File: config.mk
export PLATFORM = sky130hd
export DESIGN_NAME = alu_share_arbiter
export DESIGN_NICKNAME = d
export VERILOG_FILES = /design/src/rtl/alu_pkg.sv /design/src/rtl/rr_arbiter2.sv /design/src/rtl/alu_share_arbiter.sv
export SDC_FILE = /design/constraint.sdc
export NUM_CORES = 1
export LEC_CHECK = 0
export ABC_CLOCK_PERIOD_IN_PS = 4310
export BUFFER_PORTS_ARGS = -buffer_cell sky130_fd_sc_hd__buf_2
export CORE_AREA = 2 2 109 111
export CTS_CLUSTER_SIZE = 20
export DETAILED_ROUTE_END_ITERATION = 7
export DIE_AREA = 0 0 111 113
export PLACE_DENSITY = 0.95
export SETUP_SLACK_MARGIN = 0.05
export SYNTH_ARGS = -nofsm -noshare
export SYNTH_HDL_FRONTEND = slang
export SYNTH_SLANG_ARGS = --single-unit
export TNS_END_PERCENT = 5
File: constraint.sdc
create_clock -name Clk -period 4.31 [get_ports Clk]
set_input_delay 0.431 -clock Clk [delete_from_list [all_inputs] [get_ports Clk]]
set_output_delay 0.431 -clock Clk [all_outputs]
set_load 0.01 [all_outputs]
File: src/rtl/alu_pkg.sv
// Shared ALU definitions: ALUControl opcodes and the states of the ALU-sharing FSM.
package alu_pkg;

    localparam logic [4:0] ALU_ADD  = 5'b00001;
    localparam logic [4:0] ALU_SUB  = 5'b00010;
    localparam logic [4:0] ALU_MUL  = 5'b00011;
    localparam logic [4:0] ALU_SLL  = 5'b00100;
    localparam logic [4:0] ALU_SRL  = 5'b00101;
    localparam logic [4:0] ALU_AND  = 5'b00110;
    localparam logic [4:0] ALU_OR   = 5'b00111;
    localparam logic [4:0] ALU_XOR  = 5'b01000;
    localparam logic [4:0] ALU_BGEZ = 5'b01011;
    localparam logic [4:0] ALU_BEQ  = 5'b01100;
    localparam logic [4:0] ALU_NOR  = 5'b01101;
    localparam logic [4:0] ALU_SLT  = 5'b01110;
    localparam logic [4:0] ALU_BNE  = 5'b01111;
    localparam logic [4:0] ALU_BGTZ = 5'b10000;
    localparam logic [4:0] ALU_BLEZ = 5'b10001;
    localparam logic [4:0] ALU_BLTZ = 5'b10010;

    typedef enum logic [1:0] {
        IDLE    = 2'd0,
        ISSUE   = 2'd1,
        MULWAIT = 2'd2,
        RESP    = 2'd3
    } arb_state_t;

endpackage

File: src/rtl/rr_arbiter2.sv
// Two-input round-robin arbiter; the pointer moves away from the finishing owner
// when done pulses, so the last winner has lowest priority on the next tie.
module rr_arbiter2 (
    input  logic       clk,
    input  logic       rst_n,
    input  logic [1:0] req,
    input  logic       done,
    input  logic       done_id,
    output logic [1:0] grant
);

    logic ptr;

    always_comb begin
        grant = req;
        if (req == 2'b11) begin
            grant = ptr ? 2'b10 : 2'b01;
        end
    end

    always_ff @(posedge clk or negedge rst_n) begin
        if (!rst_n) begin
            ptr <= 1'b0;
        end else if (done) begin
            ptr <= ~done_id;
        end
    end

endmodule

File: src/rtl/alu_share_arbiter.sv
// Time-shares one combinational ALU between two valid/ready requesters, holding
// operands for multi-cycle multiplies and returning a registered result to the owner.
module alu_share_arbiter
    import alu_pkg::*;
#(
    parameter int unsigned MUL_LAT = 2,
    parameter logic [4:0]  MUL_OP  = ALU_MUL
) (
    input  logic        Clk,
    input  logic        Reset_n,
    input  logic [1:0]  ReqValid,
    output logic [1:0]  ReqReady,
    input  logic [4:0]  ReqOp0,
    input  logic [4:0]  ReqOp1,
    input  logic [31:0] ReqA0,
    input  logic [31:0] ReqA1,
    input  logic [31:0] ReqB0,
    input  logic [31:0] ReqB1,
    output logic [1:0]  RespValid,
    input  logic [1:0]  RespReady,
    output logic [31:0] RespResult,
    output logic        RespZero,
    output logic [4:0]  ALUControl,
    output logic [31:0] ALUA,
    output logic [31:0] ALUB,
    input  logic [31:0] ALUResult,
    input  logic        ALUZero
);

    localparam logic [3:0] MUL_LOAD = (MUL_LAT == 0) ? 4'd0 : 4'(MUL_LAT - 1);

    arb_state_t  state, state_next;
    logic [4:0]  op_q;
    logic [31:0] a_q, b_q;
    logic        owner_q;
    logic [3:0]  cnt_q;
    logic [1:0]  arb_req, grant;
    logic        accept, sample, short_op, resp_done, alu_drive;

    // Requests only compete while idle, so the grant is zero during a transaction.
    assign arb_req   = (state == IDLE) ? ReqValid : 2'b00;
    assign accept    = |grant;
    assign short_op  = (op_q != MUL_OP) || (MUL_LAT == 0);
    assign resp_done = (state == RESP) && RespReady[owner_q];
    assign alu_drive = (state == ISSUE) || (state == MULWAIT);

    rr_arbiter2 u_rr (
        .clk     (Clk),
        .rst_n   (Reset_n),
        .req     (arb_req),
        .done    (resp_done),
        .done_id (owner_q),
        .grant   (grant)
    );

    assign ReqReady   = grant & {2{Reset_n}};
    assign RespValid  = (state == RESP) ? (owner_q ? 2'b10 : 2'b01) : 2'b00;
    assign ALUControl = alu_drive ? op_q : 5'd0;
    assign ALUA       = alu_drive ? a_q  : 32'd0;
    assign ALUB       = alu_drive ? b_q  : 32'd0;

    always_ff @(posedge Clk or negedge Reset_n) begin
        if (!Reset_n) begin
            state <= IDLE;
        end else begin
            state <= state_next;
        end
    end

    always_comb begin
        state_next = state;
        sample     = 1'b0;
        case (state)
            IDLE: begin
                if (accept) begin
                    state_next = ISSUE;
                end
            end
            ISSUE: begin
                if (short_op) begin
                    sample     = 1'b1;
                    state_next = RESP;
                end else begin
                    state_next = MULWAIT;
                end
            end
            MULWAIT: begin
                if (cnt_q == 4'd0) begin
                    sample     = 1'b1;
                    state_next = RESP;
                end
            end
            RESP: begin
                if (resp_done) begin
                    state_next = IDLE;
                end
            end
            default: state_next = IDLE;
        endcase
    end

    // Operand capture at acceptance, multiply hold counter and result sampling.
    always_ff @(posedge Clk or negedge Reset_n) begin
        if (!Reset_n) begin
            op_q       <= 5'd0;
            a_q        <= 32'd0;
            b_q        <= 32'd0;
            owner_q    <= 1'b0;
            cnt_q      <= 4'd0;
            RespResult <= 32'd0;
            RespZero   <= 1'b0;
        end else begin
            if ((state == IDLE) && accept) begin
                owner_q <= grant[1];
                op_q    <= grant[1] ? ReqOp1 : ReqOp0;
                a_q     <= grant[1] ? ReqA1  : ReqA0;
                b_q     <= grant[1] ? ReqB1  : ReqB0;
            end
            if (state == ISSUE) begin
                cnt_q <= MUL_LOAD;
            end else if ((state == MULWAIT) && (cnt_q != 4'd0)) begin
                cnt_q <= cnt_q - 4'd1;
            end
            if (sample) begin
                RespResult <= ALUResult;
                RespZero   <= ALUZero;
            end
        end
    end

endmodule

== Yosys cells after proc, flatten, opt, wreduce, memory -nomap -nowiden ==
Cells that the tools add are included.

* Add/sub/neg operators: 1
* Multipliers: 0
* Div/mod/pow operators: 0
* Magnitude comparators: 1
* Equal/unequal tests: 8
* Shift-type cells: 0
* Mux-type cells: 23
* Bitwise logic cells: 2
* Reduce and logical (&&, ||, !) cells: 10

{| class="wikitable"
|+ Operators with widths
! kind !! number
|-
| 2-to-1 mux 32 bit || 4
|-
| 2-to-1 mux 2 bit || 8
|-
| 2-to-1 mux 5 bit || 2
|-
| 2-to-1 mux 4 bit || 2
|-
| case mux 2 bit (4 select lines) || 1
|-
| equality test 2 bit, second input constant || 3
|-
| 2-to-1 mux 1 bit || 5
|-
| inequality test 5 x 2 -> 1 bit, second input constant || 1
|-
| logical NOT 4 bit || 1
|-
| inequality test 2 bit, second input constant || 2
|-
| nonzero test 4 bit || 1
|-
| subtractor 4 x 1 -> 4 bit, second input constant || 1
|-
| logical AND 1 bit || 3
|-
| AND reduction 3 bit || 1
|-
| bitwise AND 2 bit || 1
|-
| equality test 2 x 1 -> 1 bit, second input constant || 1
|-
| logical NOT 2 bit || 1
|-
| < comparator 1 x 2 -> 1 bit, second input constant || 1
|-
| inequality test 2 x 1 -> 1 bit, second input constant || 1
|-
| case mux 1 bit (2 select lines) || 1
|-
| nonzero test 2 bit || 1
|-
| OR reduction 2 bit || 1
|-
| logical OR 1 bit || 1
|-
| inverter 1 bit || 1
|}

* Bits in registers: 110
* Latch bits: 0
* Bits in writable memories: 0
* Memory bits (read-only): 0
* Input port bits: 177
* Output and inout port bits: 106
* Logic and storage cells: 54
* Memories: 0

== Logic depth before layout (Yosys ltp) ==
* Depth in word-level cells: 7
* Depth in mapped cells: 8
* Gate-level depth less buffers: 6

== By module ==
Synthesis repeated with hierarchy kept, for this count alone.

* Cells, all modules: 505
* Area, all modules: 5535.3 um2

{| class="wikitable"
|+ By module, submodules not included
! module !! instances !! cells an instance !! area an instance (um2) !! seq. area each (um2)
|-
| alu_share_arbiter || 1 || 499 || 5482.8 || 2727.6
|-
| rr_arbiter2 || 1 || 6 || 52.6 || 25.0
|}

== Worst setup path after synthesis ==
OpenSTA, ideal clock, no wires.

* Path kind: reg-to-reg
* Start: register cnt_q[0]
* End: register state[1]
* Setup time: 128 ps
* Arrival time: 1700 ps
* Required time: 4182 ps
* Path slack: 2482 ps
* Cell stages (with the launch flop): 7
* Path buffers: 0
* Clock period less this slack: 1828 ps
* Path through: dfrtp_1 > inv_1 > ha_1 > or3b_4 > and2_4 > a221oi_2 > mux2_1

* Cells in the longest elaborated chain, start to end: 3

{| class="wikitable"
|+ Ends and longest elaborated chain
! what !! line !! RTL
|-
| start, declared || alu_share_arbiter.sv:36 || <nowiki>logic [3:0] cnt_q;</nowiki>
|-
| start signal, assigned || alu_share_arbiter.sv:122 || <nowiki>cnt_q <= cnt_q - 4'd1;</nowiki>
|-
| logical NOT 4 bit || alu_share_arbiter.sv:88 || <nowiki>if (cnt_q == 4'd0) begin</nowiki>
|-
| inequality test 2 x 1 -> 1 bit (no source line) || - ||
|-
| AND reduction 3 bit (no source line) || - ||
|-
| end signal, assigned || alu_share_arbiter.sv:66 || <nowiki>state <= state_next;</nowiki>
|-
| end, declared || alu_share_arbiter.sv:32 || <nowiki>arb_state_t state, state_next;</nowiki>
|}

Every way passes these cells.
A chain may end at the register's enable or synchronous reset.

== Final worst setup path ==
* Start: register state[1]
* End: output port ALUA[31]

* Cells in the longest elaborated chain, start to end: 3
* Elaborated cells between the ends (all ways): 4
* Those cells by class: eq/ne (2); mux (1); reduce/logical (1)

{| class="wikitable"
|+ Ends and longest elaborated chain
! what !! line !! RTL
|-
| equality test 2 x 1 -> 1 bit / equality test 2 bit (equally long branches) || alu_share_arbiter.sv:45 || <nowiki>assign alu_drive = (state == ISSUE) || (state == MULWAIT);</nowiki>
|-
| logical OR 1 bit (*) || alu_share_arbiter.sv:45 ||
|-
| 2-to-1 mux 32 bit (*) || alu_share_arbiter.sv:59 || <nowiki>assign ALUA = alu_drive ? a_q : 32'd0;</nowiki>
|-
| end, declared || alu_share_arbiter.sv:24 || <nowiki>output logic [31:0] ALUA,</nowiki>
|}

Every way passes the cells marked *; elsewhere a longest branch is shown, timed or not.

==> impl_metrics.csv <==
group,metric,value,unit
routing,first_pass_iters,5,
setup_path,worst_setup_path_start_kind,"flop",
clock_network,clk_pin_slew_worst_paths,0.07,ns
routing,ant_nets,0,
routing,wl_per_cell,15.18,microns
cells_and_area,stdcell_area,7258,sq um
power_and_ir_drop,pwr-share-comb,51.8,%
power_and_ir_drop,p_seq_share,33.8,%
clock_network,clk_path_buf_depth,2,
clock_network,htreeDepth,3,
timing,setup_violations,0,
clock_network,cts.hold.buffers_added,0,
setup_path,worstPathMaxFanout,71,
clock_network,cts_tree,"done",
power_and_ir_drop,switchingPower,0.002136,W
power_and_ir_drop,ir_worst_vdd,0.6294,mV
setup_path,cp.arrival,2.31,ns
die,initial_core_util,48.66,%
power_and_ir_drop,p_leak,4.265,nW
clock_network,cts_resized,0,
cells_and_area,fin_nets,952,
logic_synthesis,ys_warn_count,0,
setup_path,critPathBufInv,2,
clock_network,numClockSinks,110,
placed_design,gp_congestion,0.8118,
die,pin_count,283,
cells_and_area,utilization,64.39,%
setup_path,path_class,"flop to primary output",
cells_and_area,diodes,0,
timing,rsz0062_at_grt,"no",
power_and_ir_drop,clock_power_share,14.4,%
setup_path,cp.required,3.88,ns
logic_synthesis,synth_cell_types,30,
logic_synthesis,syn_nets,687,
cells_and_area,syn_to_final_growth,32.32,%
cells_and_area,mostFrequentLayoutCell,"buf_2",
setup_path,max_stage_delay,1.01,ns
clock_network,cts_buffers,9,
die,rows,39,
placed_design,placed_area,6982,sq um
die,die_h,113,microns
cells_and_area,layout_common_cells,"buf_2 (281), dfrtp_1 (110), nand2_1 (74)",
clock_network,clk_latency,0.35,ns
clock_network,root_buffer,"clkbuf_16",
logic_synthesis,avgSynthCellArea,10.91,sq um
logic_synthesis,syn_inst,503,
timing,relSlewSlack,30.54,%
routing,totalWireLength,13900,microns
global_routing,antenna_found_initial,0,
die,die_area,12540,sq um
global_routing,grt_pass1_wl,22380,microns
setup_path,cp_slowest_cell,"ha_2",
routing,drc,0,
timing,fin_crit,2.746,ns
timing,max_freq,364.2,MHz
global_routing,grt_max_degree,82,
timing,setup-tns-final,0,ns
die,die_x,111,microns
worst_hold_path,hold_class,"primary input to async pin",
status,status,"complete, no violations",
power_and_ir_drop,intPower,0.003287,W
logic_synthesis,synth_area,5485,sq um
logic_synthesis,synth_seq_cells,110,
global_routing,grt_use_total,22.46,%
placed_design,numPortBuffers,282,
timing,hold_violations,0,
timing,slew_violations,0,
global_routing,grt_pass1_vias,4543,
clock_network,postCtsSetupBuffers,0,
timing,worst_pin_slew,1.042,ns
power_and_ir_drop,p_per_area,747.2,nW/um^2
global_routing,grt_overflow,0,
placed_design,hpwlAfterDp,10480,microns
setup_path,crit_chain,"inv_1 > ha_2 > and2_1 > buf_2",
setup_path,endpoint_kind,"primary output",
die,core,11270,sq um
routing,vias_per_cell,4.967,
power_and_ir_drop,swShare,39.39,%
timing,fin_skew,0.01164,ns
setup_path,critPathTopFamily,"adder cells",
routing,drtIter0Drc,285,
routing,vias,4550,
timing,fin_crit_sh,63.71,%
logic_synthesis,seq_area_frac_synth,50.18,%
flow_run,max_cap_violations,0,
cells_and_area,drive_gt1_share,44.24,%
[registers in the layout (all words and copies together) (netlist names)]
name / count
b_q: 32
cnt_q: 4
a_q: 32
RespResult: 32
RespZero: 1
owner_q: 1
state: 2
op_q: 5
u_rr.ptr: 1
[routing by layer]
metal / up-vias / GRT usage (%) / wire length [microns]
li1: 2209 / - / -
met1: 2111 / 25.06 / 5286
met2: 209 / 40.98 / 7259
met3: 21 / 7.606 / 1073
met4: 0 / 6.417 / 284
met5: - / 0 / 0
[cells by family after synthesis]
kind of cell / after synthesis / synth area share, %
AO/OA/AOI/OAI: 78 / 7.710
adder cells (fa/ha/maj): 7 / 1.597
multiplexers: 105 / 21.99
buffers and inverters: 41 / 3.536
AND/OR/NAND/NOR: 159 / 14.51
XOR/XNOR: 3 / 0.4791
flip-flops: 110 / 50.18
[power by group through the flow]
stage               Clock (W)  Combinational [W]  Sequential, W
global placement            0            0.00272        0.00182
global route         0.000843            0.00308        0.00189
detailed placement          0            0.00283        0.00185
floorplan                   0            0.00185        0.00184
finish               0.000782            0.00281        0.00183
CTS                  0.000801            0.00284        0.00183
[path summary, 6_finish.rpt]
check / from / endpoint / slack [ns] / depth (start not counted)
worst max-delay path: state[1] / ALUA[31] / 1.56 / 4
worst min-delay path: Reset_n / RespResult[8] / 0.14 / 1
worst max register to register: state[1] / RespResult[5] / 1.78 / 5
worst min register to register: a_q[20] / a_q[20] / 0.47 / 2
max in group asynchronous: Reset_n / RespResult[0] / 3.02 / 2
min in group Clk: ALUZero / RespZero / 0.30 / 2
[cell usage after synthesis, drive strengths merged]
library cell,n,share of area [%]
nor2,6,0.41
a211oi,1,0.14
o41a,1,0.21
clkbuf,14,0.96
or3b,1,0.21
a21oi,2,0.18
xor2,2,0.32
dfrtp,110,50
nor2b,1,0.11
nand2,74,5.1
nor3,2,0.18
xnor2,1,0.16
o211ai,1,0.14
nand3,3,0.27
mux2,34,9.0
o21ai,72,6.8
nand2b,1,0.11
buf,20,2.1
inv,7,0.48
ha,7,1.6
and2,71,8.1
a221oi,1,0.27
mux2i,71,13
[metrics by stage]
stage	setup slack [ns]	hold slack, ns	cells	power [W]
after floorplan	2.482	0.1354	503	0.003689
after global placement	1.851	0.4533	900	0.004544
after detailed placement	1.778	0.4624	900	0.004673
after CTS	1.575	0.1611	916	0.005474
after global routing	1.403	0.1900	916	0.005817
final	1.564	0.1357	916	0.005423
[cell type report]
type / instances / area, sq um
fill: 872 / 4014
sequential: 110 / 2753
multi-input combinational: 352 / 2552
timing repair buffer: 288 / 1471
clock buffer: 11 / 242.7
tap: 143 / 178.9
clock inverter: 5 / 33.78
inverter: 7 / 26.28
[worst reg2reg max path, cell delays in order (launching register included)]
cell     delay, ns
dfrtp_1       0.39
inv_1         0.09
ha_2          1.01
o21ai_4       0.19
buf_4         0.36
mux2_4        0.37
No activity file was read; power rests on OpenSTA's default activity.
